<file path="src/rtl/smg_scan_counter.sv">
// ============================================================================
//  Module   : smg_scan_counter
//  Purpose  : BCD up/down counter with a multiplexed 7-segment scan driver,
//             count-tick prescaler and heartbeat LED.
//  Options  : define SMG_ZERO_BLANK_EN to blank leading-zero digits.
//  Revision : 1.0 - initial release
// ============================================================================
`default_nettype none

module smg_scan_counter #(
    parameter int DIGITS  = 4,
    parameter int CLK_HZ  = 50_000_000,
    parameter int TICK_HZ = 1,
    parameter int SCAN_HZ = 1000
) (
    input  logic                  clk,
    input  logic                  rst_n,
    input  logic                  en,
    input  logic                  clr,
    input  logic                  up_dn,
    input  logic                  load,
    input  logic [4*DIGITS-1:0]   load_val,
    input  logic [DIGITS-1:0]     dp_mask,
    output logic [7:0]            sm_dat,
    output logic [DIGITS-1:0]     sm_sel,
    output logic [4*DIGITS-1:0]   count,
    output logic                  carry,
    output logic                  led
);

    localparam int TICK_DIV = CLK_HZ / TICK_HZ;
    localparam int SCAN_DIV = CLK_HZ / SCAN_HZ;
    localparam int TICK_W   = (TICK_DIV > 1) ? $clog2(TICK_DIV) : 1;
    localparam int SCAN_W   = (SCAN_DIV > 1) ? $clog2(SCAN_DIV) : 1;
    localparam int IDX_W    = $clog2(DIGITS);

    localparam logic [TICK_W-1:0] TICK_MAX  = TICK_W'(TICK_DIV - 1);
    localparam logic [TICK_W-1:0] TICK_HALF = TICK_W'(TICK_DIV / 2 - 1);
    localparam logic [SCAN_W-1:0] SCAN_MAX  = SCAN_W'(SCAN_DIV - 1);
    localparam logic [IDX_W-1:0]  IDX_MAX   = IDX_W'(DIGITS - 1);

    logic [TICK_W-1:0]   r_tick_cnt;
    logic [SCAN_W-1:0]   r_scan_cnt;
    logic [IDX_W-1:0]    r_idx;
    logic                r_scan_on;
    logic                r_led;
    logic [4*DIGITS-1:0] r_count;
    logic                r_carry;
    logic [DIGITS-1:0]   r_sel;
    logic [7:0]          r_dat;

    logic                w_tick;
    logic                w_scan_adv;
    logic [4*DIGITS-1:0] w_load_clamped;
    logic [4*DIGITS-1:0] w_stepped;
    logic                w_rip;
    logic [3:0]          w_digit;
    logic                w_blank;
    logic [7:0]          w_seg;

    assign w_tick     = (r_tick_cnt == TICK_MAX);
    assign w_scan_adv = (r_scan_cnt == SCAN_MAX);

    // Segment pattern (active low, bit7 = a, bit0 = dp) for one BCD digit
    function automatic logic [7:0] seg7(input logic [3:0] d);
        case (d)
            4'd0:    seg7 = 8'h03;
            4'd1:    seg7 = 8'h9F;
            4'd2:    seg7 = 8'h25;
            4'd3:    seg7 = 8'h0D;
            4'd4:    seg7 = 8'h99;
            4'd5:    seg7 = 8'h49;
            4'd6:    seg7 = 8'h41;
            4'd7:    seg7 = 8'h1F;
            4'd8:    seg7 = 8'h01;
            4'd9:    seg7 = 8'h09;
            default: seg7 = 8'hFF;
        endcase
    endfunction

    // Out-of-range load nibbles saturate at 9 so the count stays valid BCD
    for (genvar g = 0; g < DIGITS; g++) begin : g_clamp
        assign w_load_clamped[4*g +: 4] =
            (load_val[4*g +: 4] > 4'd9) ? 4'd9 : load_val[4*g +: 4];
    end

    // Tick prescaler: free-running 0..TICK_DIV-1
    always_ff @(posedge clk or negedge rst_n) begin
        if (!rst_n)      r_tick_cnt <= '0;
        else if (w_tick) r_tick_cnt <= '0;
        else             r_tick_cnt <= r_tick_cnt + TICK_W'(1);
    end

    // Heartbeat toggles at mid-period and at the wrap of the tick prescaler
    always_ff @(posedge clk or negedge rst_n) begin
        if (!rst_n)                               r_led <= 1'b0;
        else if (w_tick || r_tick_cnt == TICK_HALF) r_led <= ~r_led;
    end

    // Scan prescaler, digit index and "display live" flag
    always_ff @(posedge clk or negedge rst_n) begin
        if (!rst_n) begin
            r_scan_cnt <= '0;
            r_idx      <= '0;
            r_scan_on  <= 1'b0;
        end else if (w_scan_adv) begin
            r_scan_cnt <= '0;
            r_idx      <= (r_idx == IDX_MAX) ? '0 : r_idx + IDX_W'(1);
            r_scan_on  <= 1'b1;
        end else begin
            r_scan_cnt <= r_scan_cnt + SCAN_W'(1);
        end
    end

    // Decimal +/-1 with ripple; w_rip left set means every digit wrapped
    always_comb begin
        w_stepped = r_count;
        w_rip     = 1'b1;
        for (int i = 0; i < DIGITS; i++) begin
            if (w_rip) begin
                if (up_dn) begin
                    if (r_count[4*i +: 4] == 4'd9) begin
                        w_stepped[4*i +: 4] = 4'd0;
                    end else begin
                        w_stepped[4*i +: 4] = r_count[4*i +: 4] + 4'd1;
                        w_rip               = 1'b0;
                    end
                end else begin
                    if (r_count[4*i +: 4] == 4'd0) begin
                        w_stepped[4*i +: 4] = 4'd9;
                    end else begin
                        w_stepped[4*i +: 4] = r_count[4*i +: 4] - 4'd1;
                        w_rip               = 1'b0;
                    end
                end
            end
        end
    end

    // Count register: clr > load > enabled tick > hold; carry only on wrap
    always_ff @(posedge clk or negedge rst_n) begin
        if (!rst_n) begin
            r_count <= '0;
            r_carry <= 1'b0;
        end else if (clr) begin
            r_count <= '0;
            r_carry <= 1'b0;
        end else if (load) begin
            r_count <= w_load_clamped;
            r_carry <= 1'b0;
        end else if (en && w_tick) begin
            r_count <= w_stepped;
            r_carry <= w_rip;
        end else begin
            r_carry <= 1'b0;
        end
    end

    assign w_digit = r_count[4*r_idx +: 4];

`ifdef SMG_ZERO_BLANK_EN
    logic [IDX_W-1:0] w_msnz;

    // Position of the most-significant nonzero digit (0 when count is zero)
    always_comb begin
        w_msnz = '0;
        for (int i = 1; i < DIGITS; i++) begin
            if (r_count[4*i +: 4] != 4'd0) w_msnz = IDX_W'(i);
        end
    end

    assign w_blank = (r_idx > w_msnz);
`else
    assign w_blank = 1'b0;
`endif

    // Segment code for the indexed digit with optional blanking and dp
    always_comb begin
        w_seg = w_blank ? 8'hFF : seg7(w_digit);
        if (dp_mask[r_idx]) w_seg[0] = 1'b0;
    end

    // Registered display outputs; kept dark until the first scan advance
    always_ff @(posedge clk or negedge rst_n) begin
        if (!rst_n) begin
            r_sel <= '0;
            r_dat <= 8'hFF;
        end else if (r_scan_on) begin
            r_sel <= DIGITS'(1) << r_idx;
            r_dat <= w_seg;
        end
    end

    assign sm_dat = r_dat;
    assign sm_sel = r_sel;
    assign count  = r_count;
    assign carry  = r_carry;
    assign led    = r_led;

endmodule

`default_nettype wire

</file>
<file path="config.mk">
export PLATFORM = sky130hd
export DESIGN_NAME = smg_scan_counter
export DESIGN_NICKNAME = d
export VERILOG_FILES = /design/src/rtl/smg_scan_counter.sv
export SDC_FILE = /design/constraint.sdc
export NUM_CORES = 1
export LEC_CHECK = 0
export ABC_AREA = 1
export BUFFER_PORTS_ARGS = -buffer_cell sky130_fd_sc_hd__buf_2
export CORE_ASPECT_RATIO = 1.25
export CORE_MARGIN = 1.5
export CORE_UTILIZATION = 40
export DETAILED_ROUTE_END_ITERATION = 16
export GPL_ROUTABILITY_DRIVEN = 0
export PLACE_DENSITY_LB_ADDON = 0.05
export REMOVE_ABC_BUFFERS = 1
export SETUP_SLACK_MARGIN = 0.05
export SYNTH_ARGS = -nofsm -noshare
export SYNTH_HDL_FRONTEND = slang
export SYNTH_SLANG_ARGS = --single-unit
</file>
<file path="constraint.sdc">
create_clock -name clk -period 2 [get_ports clk]
set_clock_uncertainty 0.2 [all_clocks]
set_input_delay 0.3 -clock clk [delete_from_list [all_inputs] [get_ports clk]]
set_output_delay 0.3 -clock clk [all_outputs]
set_load 0.02 [all_outputs]
</file>
==> flow_metrics.env <==
export IMPL_hold_violations=0
export IMPL_max_slew_margin_pct=66.5
export IMPL_status="finished, final reports clean"
export IMPL_required_ps=2070
export IMPL_worst_path_stages=9
export IMPL_gr_usage_all_layers_pct=21.4
export IMPL_hold_ws_ps=49.9
export IMPL_initial_core_util_pct=41.2
export IMPL_layout_nets=917
export IMPL_worstSetupStartpointType="flip-flop"
export IMPL_p_int_uw=2840
export IMPL_slowest_stage="dfrtp_1"
export IMPL_synth_distinct_cells=41
export IMPL_slew_viol_final=0
export IMPL_crit_path_end_kind="flip-flop"
export IMPL_finish_utilization_pct=51.4
export IMPL_crit_chain="ha_4 -> nand3_4 -> nor3_4 -> buf_6 -> buf_6 -> nand4_1 -> inv_2 -> nand3_2 -> nor2_1"
export IMPL_switchingPower_uw=1240
export IMPL_synthCells=760
export IMPL_p_per_area_nw_per_um2=622
export IMPL_wirelength_um=14500
export IMPL_die_area_um2=13900
export IMPL_grt_pass1_wl_um=23900
export IMPL_whs_path_depth=4
export IMPL_path_buf_inv=3
export IMPL_ir_worst_vdd_mv=0.458
export IMPL_worst_r2r_cell_count=9
export IMPL_syn2layout_area_growth_pct=24.8
export IMPL_clk_latency_ps=340
export IMPL_drc=0
export IMPL_leakage_uw=0.00330
export IMPL_timing_final_crit_share_pct=95.3
export IMPL_cts_sinks=75
export IMPL_coreArea_um2=12800
export IMPL_cp_arrival_ps=1980
export IMPL_drive_gt1_share_pct=22.0
export IMPL_wl_per_cell_um=14.0
export IMPL_cpPeakStageDelay_ps=400
export IMPL_port_buffers=55
export IMPL_grt_start_max_net_pins=48
export IMPL_switching_share_pct=30.5
export IMPL_clock_path_buffers=2
export IMPL_clk_pin_slew_ps=60
export IMPL_die_w_um=106
export IMPL_p_clk_share_pct=41.3
export IMPL_io_pins=56
export IMPL_r2r_slack_ps=90
export IMPL_setup_viol=0
export IMPL_crit_top_cell="buf_6"
export IMPL_h_tree_depth=3
export IMPL_pwr_share_seq_pct=39.5
export IMPL_hold_class="in -> reg"
export IMPL_drtIter0Drc=220
export IMPL_ys_warn_count=0
export IMPL_cts_buffers=9
export IMPL_maxCapViolCount=0
export IMPL_pwr_share_comb_pct=19.2
export IMPL_antenna_found_initial=0
export IMPL_r2r_end="carry"
export IMPL_grt_setup_unrepaired="true"
export IMPL_n_fill_cell=1298
export IMPL_syn_area_um2=5260
export IMPL_cts_root_buffer="clkbuf_16"
export IMPL_yosysSeqAreaShare_pct=35.9
export IMPL_num_rows=46
export IMPL_dp_hpwl_um=11200
export IMPL_final_min_clock_period_ps=1910
export IMPL_vias_per_cell=5.08
export IMPL_grt_pass1_vias=5096
export IMPL_synth_seq_cells=75
export IMPL_min_to="count[3]"
export IMPL_synth_area_per_cell_um2=6.92
export IMPL_vias=5272
export IMPL_placed_cells=1008
export IMPL_antennaDiodeCount=0
export IMPL_crit_fanout=3
export IMPL_firstDrtPassIters=4
export IMPL_ant_nets=0
export IMPL_seq_area_um2=1890
export IMPL_fmax_ghz=0.525
export IMPL_fin_cells=1037
export IMPL_multi_input_area_um2=3110
export IMPL_timing_rr_start="r_tick_cnt[1]"
export IMPL_fp_dieH_um=131
export IMPL_worst_pin_slew_ps=498
export IMPL_min_from="clr"
export IMPL_critical_path_class="reg -> reg"
export IMPL_cp_top_family="simple AND/OR/NAND/NOR gates"
export IMPL_grt_remaining_overflow=0
export IMPL_cts_tree="done"
[stage by stage]
stage | area [µm²] | power [µW] | setup WS [ps] | setup TNS [ps]
floorplan | 5180 | 2060 | -18.0 | -28.2
global placement | 5980 | 2380 | 49.9 | 0
global route | 6570 | 4290 | -16.0 | -51.4
CTS | 6310 | 4090 | 58.4 | 0
detailed placement | 5980 | 2390 | 33.9 | 0
finish | 6570 | 4090 | 95.0 | 0
[repair_timing]
item,CTS,global route
resized for setup,1,53
setup buffers,0,12
pin swaps,0,8
hold buffers,1,0
setup endpoints to repair,4,34
hold endpoints to repair,28,0
[power by group through the flow]
stage	registers, µW	clock network (µW)	logic [µW]
4_1_cts	1610	1730	755
3_5_place_dp	1640	0	749
3_3_place_gp	1640	0	741
2_1_floorplan	1690	0	376
5_1_grt	1620	1790	881
6_report	1610	1690	783
[worst max-delay path by stage]
stage | startpoint | end | slack, ps
finish | r_tick_cnt[1] | carry | 90
global route | r_tick_cnt[21] | count[12] | -20
CTS | r_tick_cnt[1] | count[12] | 60
detailed placement | r_tick_cnt[1] | count[4] | 30
global placement | r_tick_cnt[0] | count[5] | 50
floorplan | r_idx[0] | sm_dat[4] | -20
[Yosys cell counts, drive strengths merged]
library cell / count / area [µm²]
a21oi: 28 / 144
a22oi: 1 / 7.51
a31oi: 3 / 18.8
and3: 1 / 6.26
buf: 11 / 67.6
clkbuf: 5 / 18.8
clkinv: 4 / 15.0
dfrtp: 67 / 1680
dfstp: 8 / 210
ha: 27 / 338
inv: 82 / 308
nand2: 207 / 792
nand3: 98 / 516
nand3b: 1 / 7.51
nand4: 20 / 125
nor2: 112 / 462
nor3: 18 / 101
nor3b: 1 / 7.51
nor4: 1 / 6.26
o211ai: 8 / 60.1
o21ai: 32 / 164
o21bai: 1 / 7.51
o31ai: 1 / 7.51
or2: 2 / 12.5
xnor2: 4 / 35.0
xor2: 17 / 149
[logic make-up after synthesis]
logic type / count (synthesis) / share of synthesized area, %
simple gates: 461 / 38.7
xor+xnor: 21 / 3.49
compound gates: 74 / 7.77
flops: 75 / 35.9
fa+ha+maj: 27 / 6.42
buf+inv: 102 / 7.77
[metal layers]
layer,global-route usage [%],vias to the layer above,routed length [µm]
li1,-,2677,-
met1,26.6,2465,6330
met2,36.7,107,7260
met3,3.03,23,484
met4,9.31,0,422
met5,0,-,0
[cells in the final DEF (no fill, tap or decap), drive strengths merged, types with 2 or more instances in the layout]
cell	netlist	layout
nand3	98	98
inv	82	84
xor2	17	17
nor2	112	112
clkbuf	5	9
dfrtp	67	67
nand4	20	20
a21oi	28	28
nor3	18	18
nand2	207	207
buf	11	108
xnor2	4	4
o211ai	8	8
ha	27	27
a31oi	3	3
o21ai	32	32
or2	2	2
clkinvlp	0	4
dfstp	8	8
clkinv	4	4
[final cells by class]
| cell class | instances | share of cell area [%] |
|---|---|---|
| Clock buffer | 9 | 3.43 |
| Clock inverter | 7 | 1.30 |
| Inverter | 86 | 5.03 |
| Multi-Input combinational cell | 583 | 47.4 |
| Sequential cell | 75 | 28.7 |
| Tap cell | 168 | 3.20 |
| Timing Repair Buffer | 109 | 10.9 |
[flip-flops by register name, summed over array words and instances (netlist names)]
signal      cells
led             1
count          16
r_idx           2
r_scan_cnt     16
sm_sel          4
r_tick_cnt     26
sm_dat          8
carry           1
r_scan_on       1
[worst register-to-register path: cells and delay by family, from the launching register on]
kind                       cells  cell delay (ps)
adders and majority gates      1              170
buffers and inverters          3              360
DFF                            1              400
and+or+nand+nor                5              710
(Power assumes the default switching activity.)
